===== src/rtl/tradeoff_job_sequencer.sv =====
// Job FIFO, per-job solver restart/capture FSM and valid/ready result port for the Tradeoff_28bits solver.
// Optional TRADEOFF_SEQ_STATS_EN adds out_cycles (RUN cycles per result) and jobs_done (handshake count).
module tradeoff_job_sequencer #(
  parameter int unsigned W_BITS         = 44,
  parameter int unsigned N_BITS         = 29,
  parameter int unsigned FIFO_DEPTH     = 4,
  parameter int unsigned TIMEOUT_CYCLES = 32'd100000000,
  parameter int unsigned CNT_W          = 32
) (
  input  logic              clk,
  input  logic              rst_n,
  input  logic              in_valid,
  output logic              in_ready,
  input  logic [W_BITS-1:0] in_w,
  output logic [W_BITS-1:0] sol_w,
  output logic              sol_rst_n,
  input  logic              sol_found,
  input  logic [N_BITS-1:0] sol_n,
  output logic              out_valid,
  input  logic              out_ready,
  output logic [W_BITS-1:0] out_w,
  output logic [N_BITS-1:0] out_n,
  output logic              out_timeout,
`ifdef TRADEOFF_SEQ_STATS_EN
  output logic [CNT_W-1:0]  out_cycles,
  output logic [15:0]       jobs_done,
`endif
  output logic              busy
);

  localparam int unsigned PTR_W = (FIFO_DEPTH > 1) ? $clog2(FIFO_DEPTH) : 1;
  localparam int unsigned PW    = PTR_W + 1;

  typedef enum logic [1:0] {IDLE, LOAD, RUN, DONE} state_t;

  state_t            state, state_nx;
  logic [W_BITS-1:0] mem [FIFO_DEPTH];
  logic [PTR_W:0]    wr_ptr, rd_ptr, wr_ptr_nx, rd_ptr_nx;
  logic [CNT_W-1:0]  run_cnt, run_inc_c;
  logic [W_BITS-1:0] head_c;
  logic              push_c, pop_c, empty_c, full_nx_c;
  logic              hit_c, expire_c, expire_due_c;

  // FIFO bookkeeping; the extra pointer bit separates full from empty
  assign push_c    = in_valid & in_ready;
  assign empty_c   = (wr_ptr == rd_ptr);
  assign head_c    = mem[rd_ptr[PTR_W-1:0]];
  assign wr_ptr_nx = wr_ptr + PW'(push_c);
  assign rd_ptr_nx = rd_ptr + PW'(pop_c);
  assign full_nx_c = (wr_ptr_nx[PTR_W] != rd_ptr_nx[PTR_W]) &&
                     (wr_ptr_nx[PTR_W-1:0] == rd_ptr_nx[PTR_W-1:0]);

  assign run_inc_c    = (run_cnt == {CNT_W{1'b1}}) ? run_cnt : run_cnt + CNT_W'(1);
  assign expire_due_c = (TIMEOUT_CYCLES != 0) && (run_cnt == CNT_W'(TIMEOUT_CYCLES - 1));

  // Solver is held in reset for the single LOAD cycle of each job
  assign sol_rst_n = rst_n & (state != LOAD);

  always_ff @(posedge clk) begin
    if (!rst_n) state <= IDLE;
    else        state <= state_nx;
  end

  always_comb begin
    state_nx = state;
    pop_c    = 1'b0;
    hit_c    = 1'b0;
    expire_c = 1'b0;
    unique case (state)
      IDLE: begin
        if (!empty_c) begin
          state_nx = LOAD;
          pop_c    = 1'b1;
        end
      end
      LOAD: state_nx = RUN;
      RUN: begin
        // found takes priority over a timeout landing on the same cycle
        if (sol_found) begin
          hit_c    = 1'b1;
          state_nx = DONE;
        end else if (expire_due_c) begin
          expire_c = 1'b1;
          state_nx = DONE;
        end
      end
      DONE: begin
        if (out_ready) begin
          if (!empty_c) begin
            state_nx = LOAD;
            pop_c    = 1'b1;
          end else begin
            state_nx = IDLE;
          end
        end
      end
      default: state_nx = IDLE;
    endcase
  end

  always_ff @(posedge clk) begin
    if (push_c) mem[wr_ptr[PTR_W-1:0]] <= in_w;
  end

  always_ff @(posedge clk) begin
    if (!rst_n) begin
      wr_ptr      <= '0;
      rd_ptr      <= '0;
      in_ready    <= 1'b1;
      busy        <= 1'b0;
      sol_w       <= '0;
      run_cnt     <= '0;
      out_valid   <= 1'b0;
      out_w       <= '0;
      out_n       <= '0;
      out_timeout <= 1'b0;
    end else begin
      wr_ptr    <= wr_ptr_nx;
      rd_ptr    <= rd_ptr_nx;
      in_ready  <= !full_nx_c;
      busy      <= (state_nx != IDLE) || (wr_ptr_nx != rd_ptr_nx);
      out_valid <= (state_nx == DONE);
      if (pop_c) sol_w <= head_c;
      if (state == LOAD)     run_cnt <= '0;
      else if (state == RUN) run_cnt <= run_inc_c;
      if (hit_c) begin
        out_w       <= sol_w;
        out_n       <= sol_n;
        out_timeout <= 1'b0;
      end else if (expire_c) begin
        out_w       <= sol_w;
        out_n       <= '0;
        out_timeout <= 1'b1;
      end
    end
  end

`ifdef TRADEOFF_SEQ_STATS_EN
  // run_inc_c counts the capturing cycle itself
  always_ff @(posedge clk) begin
    if (!rst_n) begin
      out_cycles <= '0;
      jobs_done  <= '0;
    end else begin
      if (hit_c || expire_c)      out_cycles <= run_inc_c;
      if (out_valid && out_ready) jobs_done  <= jobs_done + 16'd1;
    end
  end
`endif

endmodule


===== config.mk =====
export PLATFORM = sky130hd
export DESIGN_NAME = tradeoff_job_sequencer
export DESIGN_NICKNAME = d
export VERILOG_FILES = /design/src/rtl/tradeoff_job_sequencer.sv
export SDC_FILE = /design/constraint.sdc
export NUM_CORES = 1
export LEC_CHECK = 0
export CAP_MARGIN = 20
export CORE_ASPECT_RATIO = 1.25
export CORE_UTILIZATION = 53
export CTS_BUF_LIST = sky130_fd_sc_hd__clkbuf_16
export CTS_CLUSTER_SIZE = 28
export DETAILED_ROUTE_END_ITERATION = 10
export PLACE_DENSITY = 0.91
export SLEW_MARGIN = 20
export SYNTH_ARGS = -nofsm -noshare
export SYNTH_HDL_FRONTEND = slang
export SYNTH_SLANG_ARGS = --single-unit

===== constraint.sdc =====
create_clock -name clk -period 6.1 [get_ports clk]
set_clock_uncertainty 0.1 [all_clocks]
set_input_delay 0.61 -clock clk [delete_from_list [all_inputs] [get_ports clk]]
set_output_delay 0.61 -clock clk [all_outputs]
set_load 0.005 [all_outputs]

# ---- Word-level counts from Yosys, hierarchy flattened
# Memory sizes are Yosys's and may differ from the RTL's. A register that Yosys moved wholly into a read port is not among the register bits.
# Cells that the tools add are included.
dict set report totals {
  n_memories 1
  inputBits 78
  ram_bits 176
  wordCells 59
  ff_bits 117
}
dict set report op_classes {
  eq_ne 11
  muxes 20
  n_reduce_logical 10
  n_addsub 3
  n_bitwise 4
}
# memory depth width read_ports rd_clocked_by_memory_dff wr line_no
set mem_list {}
lappend mem_list {mem 4 44 1 1 1 37} ;# logic [W_BITS-1:0] mem [FIFO_DEPTH];
# op count
set op_table {}
lappend op_table {{44-bit 2-to-1 mux} 2}
lappend op_table {{29-bit 2-to-1 mux} 2}
lappend op_table {{32-bit by 1-bit adder with 32-bit output, second input constant} 1}
lappend op_table {{32-bit by 27-bit == test with 1-bit output, second input constant} 1}
lappend op_table {{32-bit == test, second input constant} 1}
lappend op_table {{1-bit 2-to-1 mux} 10}
lappend op_table {{2-bit 2-to-1 mux} 4}
lappend op_table {{2-bit case mux with 4 select lines} 1}
lappend op_table {{3-bit by 1-bit adder with 3-bit output} 2}
lappend op_table {{2-bit == test, second input constant} 3}
lappend op_table {{2-bit nonzero test} 2}
lappend op_table {{2-bit OR reduction} 2}
lappend op_table {{3-bit == test} 1}
lappend op_table {{3-bit inequality test} 1}
lappend op_table {{1-bit AND} 2}
lappend op_table {{2-bit by 1-bit == test with 1-bit output, second input constant} 1}
lappend op_table {{2-bit == test} 1}
lappend op_table {{1-bit zero test} 2}
lappend op_table {{2-bit zero test} 1}
lappend op_table {{2-bit by 1-bit inequality test with 1-bit output, second input constant} 1}
lappend op_table {{1-bit inverter} 2}
lappend op_table {{1-bit case mux with 2 select lines} 1}
lappend op_table {{2-bit AND reduction} 1}
lappend op_table {{1-bit logical AND} 1}
lappend op_table {{2 further kinds} 2}

# ---- Logic depth before layout (Yosys ltp)
# Gate-level depths: netlist of the first run.
dict set report depth {
  ltp_word 8
  mapped_depth 13
  mapped_depth_nobuf 11
}

# ---- Least setup slack after synthesis of the first run
# OpenSTA, ideal clock, no wires.
dict set report synth_path {
  path_type {input to register}
  from {in in_valid}
  to {mem mem[2][0], enable pin}
  t_required_ns 5.491
  arrival_ns 3.968
  path_stages 2
  setup_time_ns 0.509
  path_slack_ns 1.523
  path_buffers 0
  cell_sequence {nand2_1 nor3b_1}
}
dict set report synth_between {
  elab_chain_len 3
}
# item line_no
set synth_lines {}
lappend synth_lines {{start: declaration} 12} ;# input logic in_valid,
lappend synth_lines {{1-bit AND} 45} ;# assign push_c = in_valid & in_ready;
lappend synth_lines {{1-bit 2-to-1 mux} 102} ;# if (push_c) mem[wr_ptr[PTR_W-1:0]] <= in_w;
lappend synth_lines {{1-bit 2-to-1 mux (implied by the code)} 102}
lappend synth_lines {{end: declaration} 37}
# No other way between the ends.

# ---- Worst setup path in the final report of the first run
dict set report layout_path {
  from {reg wr_ptr[0]}
  to {reg busy}
}
dict set report layout_between {
  elab_chain_len 7
  elab_cells_between_ends 13
  cone_classes {add/sub (2); eq/ne (2); mux (7); reduce/logical (2)}
}
# item line_no
set layout_lines {}
lappend layout_lines {{start: declaration} 38} ;# logic [PTR_W:0] wr_ptr, rd_ptr, wr_ptr_nx, rd_ptr_nx;
lappend layout_lines {{start signal: assignment} 118} ;# wr_ptr <= wr_ptr_nx;
lappend layout_lines {{3-bit == test} 46} ;# assign empty_c = (wr_ptr == rd_ptr);
lappend layout_lines {{1-bit 2-to-1 mux} {71, 89}}
lappend layout_lines {{1-bit 2-to-1 mux} 88} ;# if (out_ready) begin
lappend layout_lines {{1-bit case mux with 2 select lines} 69} ;# unique case (state)
lappend layout_lines {{3-bit by 1-bit adder with 3-bit output} 49} ;# assign rd_ptr_nx = rd_ptr + PW'(pop_c);
lappend layout_lines {{3-bit inequality test} 121} ;# busy <= (state_nx != IDLE) || (wr_ptr_nx != rd_ptr_nx);
lappend layout_lines {{1-bit logical OR (*)} 121}
lappend layout_lines {{end signal: assignment} 121}
lappend layout_lines {{end: declaration} 28} ;# output logic busy
# Mark *: on every way between the ends. The rest lies on a longest branch, timed or not.
# A chain may end at the register's enable or synchronous reset.

==> summary.md, run 1 <==
| Metric | Value |
|---|---|
| Run status | `complete, no violations` |
| Post-layout power | `5.691 mW` |
| Critical Path RT | `6440 ps` |
| Fin crit period | `3969 ps` |
| Clock Sinks | `337` |
| Global routing usage summed across all routing layers | `23.37%` |
| Core region area | `0.02327 mm^2` |
| Synthesized instance count | `968` |
| Total wire length after detailed routing | `28580 um` |
| Area fraction of the dominant cell type after synthesis | `41.63%` |
| Cell total after placement | `1402` |
| Power per cell area | `360.1 mW/mm^2` |
| Largest net degree at the start of global routing | `98` |
| Clock tree from TritonCTS | `done` |
| Most common cell in the synthesized netlist | `edfxtp_1` |
| Clock latency on the worst-skew pair | `550 ps` |
| Number of buffers created by CTS | `31` |
| Worst slack at placement | `1842 ps` |
| Iteration-0 DRC count of the detailed router | `712` |
| Hold Vio Cnt, Final | `0` |
| Grt ovf | `0` |
| Startpoint type of the worst setup path | `flop` |
| Number of buffers inserted by port buffering | `199` |
| Cell area after placement | `0.01485 mm^2` |
| Area overhead of the layout relative to synthesis | `24.47%` |
| CTS Root Cell | `clkbuf_16` |
| Fraction of registers with async set/reset | `0%` |
| Die boundary width | `140.4 um` |
| WL per Instance | `19.54 um` |
| Sequential share of the synthesized area | `67.02%` |
| Setup Fix Bufs, Post-CTS | `0` |
| Startpoint-to-endpoint class of the critical path | `reg2reg` |
| Combined area of the multi-input logic cells | `0.003895 mm^2` |
| Setup repair after global routing missed its margin | `false` |
| Number of iterations in the first detailed-routing pass | `5` |
| Wire length of the first global-routing pass | `44710 um` |
| Share of cells above drive strength 1 | `10.24%` |
| Reg clk slew, reported paths | `60 ps` |
| Register area | `0.008513 mm^2` |
| Post-Layout Inst Area | `0.01580 mm^2` |
| Top cells by instance count after synthesis | `176 x edfxtp_1, 161 x dfxtp_1, 154 x nand2_1` |
| Number of enable-type register cells in the synthesized netlist | `176` |
| Die Area | `0.02458 mm^2` |
| LEAKAGE | `5.278 nW` |
| Synthesized cell area | `0.01269 mm^2` |
| Crit path setup slack, layout | `2131 ps` |
| CP Capture Type | `flop` |
| Syn Nets | `1056` |
| Number of buffers inserted for hold repair after clock tree synthesis | `0` |
| Unique masters post-synth | `54` |
| Worst min-delay path category | `reg2reg` |
| Post-synth top flop | `edfxtp_1` |
| FF+latch count, synth | `337` |
| Worst reg2reg setup slack | `2130 ps` |
| Top area cells in the synthesized netlist | `edfxtp_1 42%, dfxtp_1 25%, mux4_2 7.8%, nand2_1 4.6%, a21oi_1 2.5%` |
| Deepest clock path buffer count | `3` |
| Effective utilization at floorplan | `54.55%` |
| Initial antenna violation count | `3` |
| Number of global-route vias before repair | `8464` |
| Setup violations, final | `0` |
| Placement row count | `62` |
| Worst vdd ir | `0.2488 mV` |
| Share of the cycle needed by the critical path after routing | `65.06%` |
| Critical-path cell with the highest stage delay | `or3_2` |
| Maximum fanout encountered on the critical timing path | `45` |
| Sum of negative setup slack | `0 ps` |
| Worst endpoint data arrival time | `4310 ps` |
| Pin slew with the least headroom to its limit | `1097 ps` |
| Drt via density | `5.836` |
| Number of gates resized after cts | `0` |
| CTS H-tree lvls | `1` |
| Weighted congestion at the end of routability-driven global placement | `0.8851` |
| Series of cell instances along the critical path | `xor2_1 -> nor3_1 -> or3_2 -> inv_2 -> ha_1 -> ha_1 -> xnor2_1 -> xor2_1 -> nand3_1 -> a21o_1` |
| Crit path largest cell delay | `840 ps` |
| Number of top-level design ports | `200` |
| Number of filler instances in the final layout | `1585` |
| Die Ht | `175.0 um` |
| Count of antenna-violating nets left after detailed routing | `0` |
| Finished Layout Cells | `1463` |
| Cell taking the most area after synthesis | `edfxtp_1` |
| Post-detailed-placement half-perimeter wirelength | `17730 um` |
| Max-cap violations | `0` |
| Slew Limit Headroom | `26.88%` |
| Number of warnings issued by yosys | `0` |
| Highest Clock Rate | `0.2520 GHz` |
| Overall via count from detail_route | `8538` |
| Count of unresolved DRC violations after routing | `0` |
| Total Nets Final | `1236` |
| Final slew viol count | `0` |
| Per-instance average area after synthesis | `13.11 um^2` |
[worst paths after layout]
check | from | endpoint | cells after the start
max | wr_ptr[0]$_SDFF_PN0_ | busy$_SDFF_PN0_ | 10
min | out_w[7]$_SDFFE_PN0P_ | out_w[7]$_SDFFE_PN0P_ | 2
max reg2reg | wr_ptr[0]$_SDFF_PN0_ | busy$_SDFF_PN0_ | 10
min reg2reg | out_w[7]$_SDFFE_PN0P_ | out_w[7]$_SDFFE_PN0P_ | 2
[cell families after synthesis]
family | synth area share (%)
adders and majority gates | 0.9856
DFF | 67.02
buffers and inverters | 2.533
muxes | 7.964
xor gates and xnor gates | 1.035
AOI/OAI and AO/OA | 8.397
and+or+nand+nor | 12.06
[area by class of cell]
type | count | share of cell area (%)
clock inverter | 26 | 0.9106
timing repair buffer | 210 | 13.16
tap | 288 | 2.280
inverter | 7 | 0.1663
multi-input combinational | 561 | 24.65
clock buffer | 31 | 4.909
sequential | 337 | 53.88
antenna | 3 | 0.04751
[critical path: cells and delay by family, from the launching register on]
| kind | cells | cell delay (ps) |
|---|---|---|
| xor gates and xnor gates | 3 | 550 |
| AOI/OAI and AO/OA | 1 | 200 |
| DFF | 1 | 450 |
| buffers and inverters | 1 | 650 |
| and+or+nand+nor | 3 | 1310 |
| adders and majority gates | 2 | 580 |
[cells in the final DEF (no fill, tap or decap), drive strengths merged, types with 17 or more instances in the layout]
cell type / count
mux4: 44
clkbuf: 31
nand3: 60
inv: 19
nor2: 21
a21oi: 64
nand2: 154
o21ai: 59
or3: 17
dfxtp: 161
clkdlybuf4s50: 198
edfxtp: 176
a22o: 29
[stage by stage]
| step | hold WS (ps) | util [%] |
|---|---|---|
| final | 353.5 | 67.90 |
| after global routing | 382.0 | 67.90 |
| after CTS | 359.6 | 67.78 |
| after detailed placement | 348.3 | 63.83 |
| after global placement | 335.6 | 63.81 |
| after floorplan | 344.7 | - |
[power by group]
group / internal, mW / total [mW] / switching, mW
clock network: 0.960 / 1.75 / 0.794
logic: 0.558 / 1.17 / 0.615
registers: 2.60 / 2.76 / 0.164
[registers in the layout, indices dropped and copies added (netlist names)]
name and cells:
mem 176, out_w 44, sol_w 44, run_cnt 32, out_n 29, rd_ptr 3
wr_ptr 3, state 2, busy 1, in_ready 1, out_timeout 1, out_valid 1
[layer usage]
layer  global-route usage, %  routed length (um)  vias up
met3                   3.700                1875       51
li1                        -                   -     3961
met4                   8.150                 680        0
met2                   42.54               15040      329
met1                   27.99               10980     4197
met5                       0                   0        -
No activity file was read; power rests on OpenSTA's default activity.
==> inputs of run 2 (changes only) <==
==> constraint.sdc (replaced) <==
create_clock -name clk -period 3.8 [get_ports clk]
set_clock_uncertainty 0.1 [all_clocks]
set_input_delay 0.38 -clock clk [delete_from_list [all_inputs] [get_ports clk]]
set_output_delay 0.38 -clock clk [all_outputs]
set_load 0.005 [all_outputs]
==> run 2 against run 1 <==
  * Fmax rose by 38%
  * Worst hold slack got worse by 120 ps
  * Combinational power rose by 62%
  * Clock power rose by 90%
  * Sequential power rose by 61%
  * Sequential cell count did not move
  * Global-route usage rose by 0.46 points
  * Non-clock buffer count rose by 1
  * Critical endpoint is now out_valid$_SDFF_PN0_
  * Highest routed layer unchanged
==> summary.md, run 2 (same netlist as run 1, synthesis figures left out) <==
| Metric | Value |
|---|---|
| Run status | `complete, no violations (unchanged)` |
| Die Area | `0.02458 mm^2 (unchanged)` |
| CP Capture Type | `flop (unchanged)` |
| Capturing element of the worst setup path | `out_valid$_SDFF_PN0_ (was busy$_SDFF_PN0_)` |
| Post-Layout Inst Area | `0.01599 mm^2 (was 0.01580 mm^2)` |
| Number of buffers inserted for hold repair after clock tree synthesis | `0 (unchanged)` |
| Overall via count from detail_route | `8553 (was 8538)` |
| Worst reg2reg setup slack | `930 ps (was 2130 ps)` |
| Combinational group share of total power | `19.6% (was 20.6%)` |
| Number of gates resized after cts | `0 (unchanged)` |
| Switching share of total power | `26.91% (was 27.65%)` |
| Critical-path cell with the highest stage delay | `buf_4 (was or3_2)` |
| Total wire length after detailed routing | `29020 um (was 28580 um)` |
| Register share of total power | `46.1% (was 48.6%)` |
| Total net switching power | `2.599 mW (was 1.573 mW)` |
| Core region area | `0.02327 mm^2 (unchanged)` |
| Share of the cycle needed by the critical path after routing | `75.42% (was 65.06%)` |
| Highest Clock Rate | `0.3489 GHz (was 0.2520 GHz)` |
| Startpoint-to-endpoint class of the critical path | `reg2reg (unchanged)` |
| Maximum fanout encountered on the critical timing path | `89 (was 45)` |
| Clock network fraction of total power | `34.3% (was 30.8%)` |
| Area overhead of the layout relative to synthesis | `25.99% (was 24.47%)` |
| Cell-internal power | `7.058 mW (was 4.117 mW)` |
| Hold Vio Cnt, Final | `0 (unchanged)` |
| Global routing usage summed across all routing layers | `23.84% (was 23.37%)` |
| Iteration-0 DRC count of the detailed router | `524 (was 712)` |
| Deepest clock path buffer count | `3 (unchanged)` |
| Number of iterations in the first detailed-routing pass | `6 (was 5)` |
| Commonest cells after routing, fill and taps aside | `198 x clkdlybuf4s50_1, 176 x edfxtp_1, 159 x dfxtp_1 (unchanged)` |
| Max-cap violations | `0 (unchanged)` |
| CTS Root Cell | `clkbuf_16 (unchanged)` |
| Number of global-route vias before repair | `8626 (was 8464)` |
| Crit path largest cell delay | `740 ps (was 840 ps)` |
| Grt ovf | `0 (unchanged)` |
| Clock Sinks | `337 (unchanged)` |
| Final slew viol count | `0 (unchanged)` |
| Startpoint type of the worst setup path | `flop (unchanged)` |
| Count of unresolved DRC violations after routing | `0 (unchanged)` |
| Series of cell instances along the critical path | `inv_1 -> ha_1 -> and3_1 -> nand3b_1 -> o31ai_4 -> buf_4 -> o41a_1 -> nor2b_1 (was xor2_1 -> nor3_1 -> or3_2 -> inv_2 -> ha_1 -> ha_1 -> xnor2_1 -> xor2_1 -> nand3_1 -> a21o_1)` |
| Share of cells above drive strength 1 | `10.70% (was 10.24%)` |
| Post-detailed-placement half-perimeter wirelength | `17480 um (was 17730 um)` |
| Post-layout power | `9.658 mW (was 5.691 mW)` |
| Die boundary width | `140.4 um (unchanged)` |
| Placement row count | `62 (unchanged)` |
| Count of antenna-violating nets left after detailed routing | `0 (unchanged)` |
| Die Ht | `175.0 um (unchanged)` |
| Pin slew with the least headroom to its limit | `1082 ps (was 1097 ps)` |
| Largest net degree at the start of global routing | `90 (was 98)` |
| Initial antenna violation count | `1 (was 3)` |
| Worst setup startpoint | `state[0]$_SDFF_PN0_ (was wr_ptr[0]$_SDFF_PN0_)` |
| Leading cell type in the layout, fill and taps excluded | `clkdlybuf4s50_1 (unchanged)` |
| Setup repair after global routing missed its margin | `false (unchanged)` |
| Worst vdd ir | `0.4874 mV (was 0.2488 mV)` |
| Setup violations, final | `0 (unchanged)` |
| Worst endpoint data arrival time | `3200 ps (was 4310 ps)` |
| Capture instance of the worst register-to-register path | `out_valid$_SDFF_PN0_ (was busy$_SDFF_PN0_)` |
| Drt via density | `5.830 (was 5.836)` |
| CTS H-tree lvls | `2 (was 1)` |
| WL per Instance | `19.78 um (was 19.54 um)` |
| Flip-flop count of the largest register, all copies and words added | `176 (unchanged)` |
| Setup Fix Bufs, Post-CTS | `0 (unchanged)` |
| Number of top-level design ports | `200 (unchanged)` |
| Cell area after placement | `0.01486 mm^2 (was 0.01485 mm^2)` |
| Clock latency on the worst-skew pair | `510 ps (was 550 ps)` |
| Wire length of the first global-routing pass | `45270 um (was 44710 um)` |
| Fin crit period | `2866 ps (was 3969 ps)` |
| Cell count of the worst reg-to-reg path | `8 (was 10)` |
| Number of buffers inserted by port buffering | `199 (unchanged)` |
| Worst min-delay path category | `in2reg (was reg2reg)` |
| Effective utilization at floorplan | `54.55% (unchanged)` |
| Clock tree from TritonCTS | `done (unchanged)` |
| Critical Path RT | `4130 ps (was 6440 ps)` |
| Reg clk slew, reported paths | `60 ps (about the same)` |
| Number of buffers created by CTS | `34 (was 31)` |
| Power per cell area | `603.8 mW/mm^2 (was 360.1 mW/mm^2)` |
| Weighted congestion at the end of routability-driven global placement | `0.8837 (was 0.8851)` |
| Slew Limit Headroom | `27.87% (was 26.88%)` |
| LEAKAGE | `5.370 nW (was 5.278 nW)` |
| FF-to-FF Start | `state[0]$_SDFF_PN0_ (was wr_ptr[0]$_SDFF_PN0_)` |
| Total Nets Final | `1240 (was 1236)` |
==> run 2: metal layers <==
layer / routed length, um / track usage, % / up-vias / share of wire (%)
li1: - / - / 3966 / -
met5: 0 / 0 / - / 0
met3: 1844 / 4.220 / 48 / 6.4
met1: 11040 / 28.02 / 4221 / 38
met2: 15440 / 43.54 / 318 / 53
met4: 699 / 8.471 / 0 / 2.4
==> run 2: stage by stage <==
stage	util [%]	hold slack, ps	std cells	TNS (ps)	setup WS [ps]
6_report	68.73	235.3	1467	0	934.0
2_1_floorplan	-	344.7	968	-59700	-547.0
3_3_place_gp	63.87	338.6	1404	0	1140
3_5_place_dp	63.87	345.2	1404	0	1004
4_1_cts	68.67	217.3	1466	0	981.2
5_1_grt	68.73	262.3	1467	0	730.9
==> run 2: final cells by class <==
type	count	area [um^2]
multi-input combinational	561	3895
tap	288	360.3
sequential	337	8513
inverter	7	26.28
timing repair buffer	211	2079
fill	1561	7278
clock inverter	28	266.5
clock buffer	34	850.8
antenna	1	2.502
==> run 2: worst min path at each step <==
| stage | from | to | slack (ps) | cells after the start |
|---|---|---|---|---|
| after floorplan | out_w[5]$_SDFFE_PN0P_ | out_w[5]$_SDFFE_PN0P_ | 340 | 2 |
| after global placement | out_w[5]$_SDFFE_PN0P_ | out_w[5]$_SDFFE_PN0P_ | 340 | 2 |
| after detailed placement | out_w[5]$_SDFFE_PN0P_ | out_w[5]$_SDFFE_PN0P_ | 350 | 2 |
| after CTS | rst_n | out_w[5]$_SDFFE_PN0P_ | 220 | 3 |
| after global routing | rst_n | out_w[9]$_SDFFE_PN0P_ | 260 | 3 |
| final | rst_n | out_w[5]$_SDFFE_PN0P_ | 240 | 3 |
==> run 2: power groups by stage <==
stage	logic [mW]	registers [mW]	clock network [mW]
global route	2.06	4.49	3.52
finish	1.89	4.45	3.32
CTS	1.91	4.45	3.37
detailed placement	1.89	4.52	0
global placement	1.83	4.51	0
floorplan	1.06	4.44	0
==> run 2: worst max-delay path: cells and delay by family (launching register included) <==
kind / cells / cell delay [ps]
AO/OA/AOI/OAI: 2 / 560
adder cells (fa/ha/maj): 1 / 380
buffers and inverters: 2 / 880
flip-flops: 1 / 340
AND/OR/NAND/NOR: 3 / 520
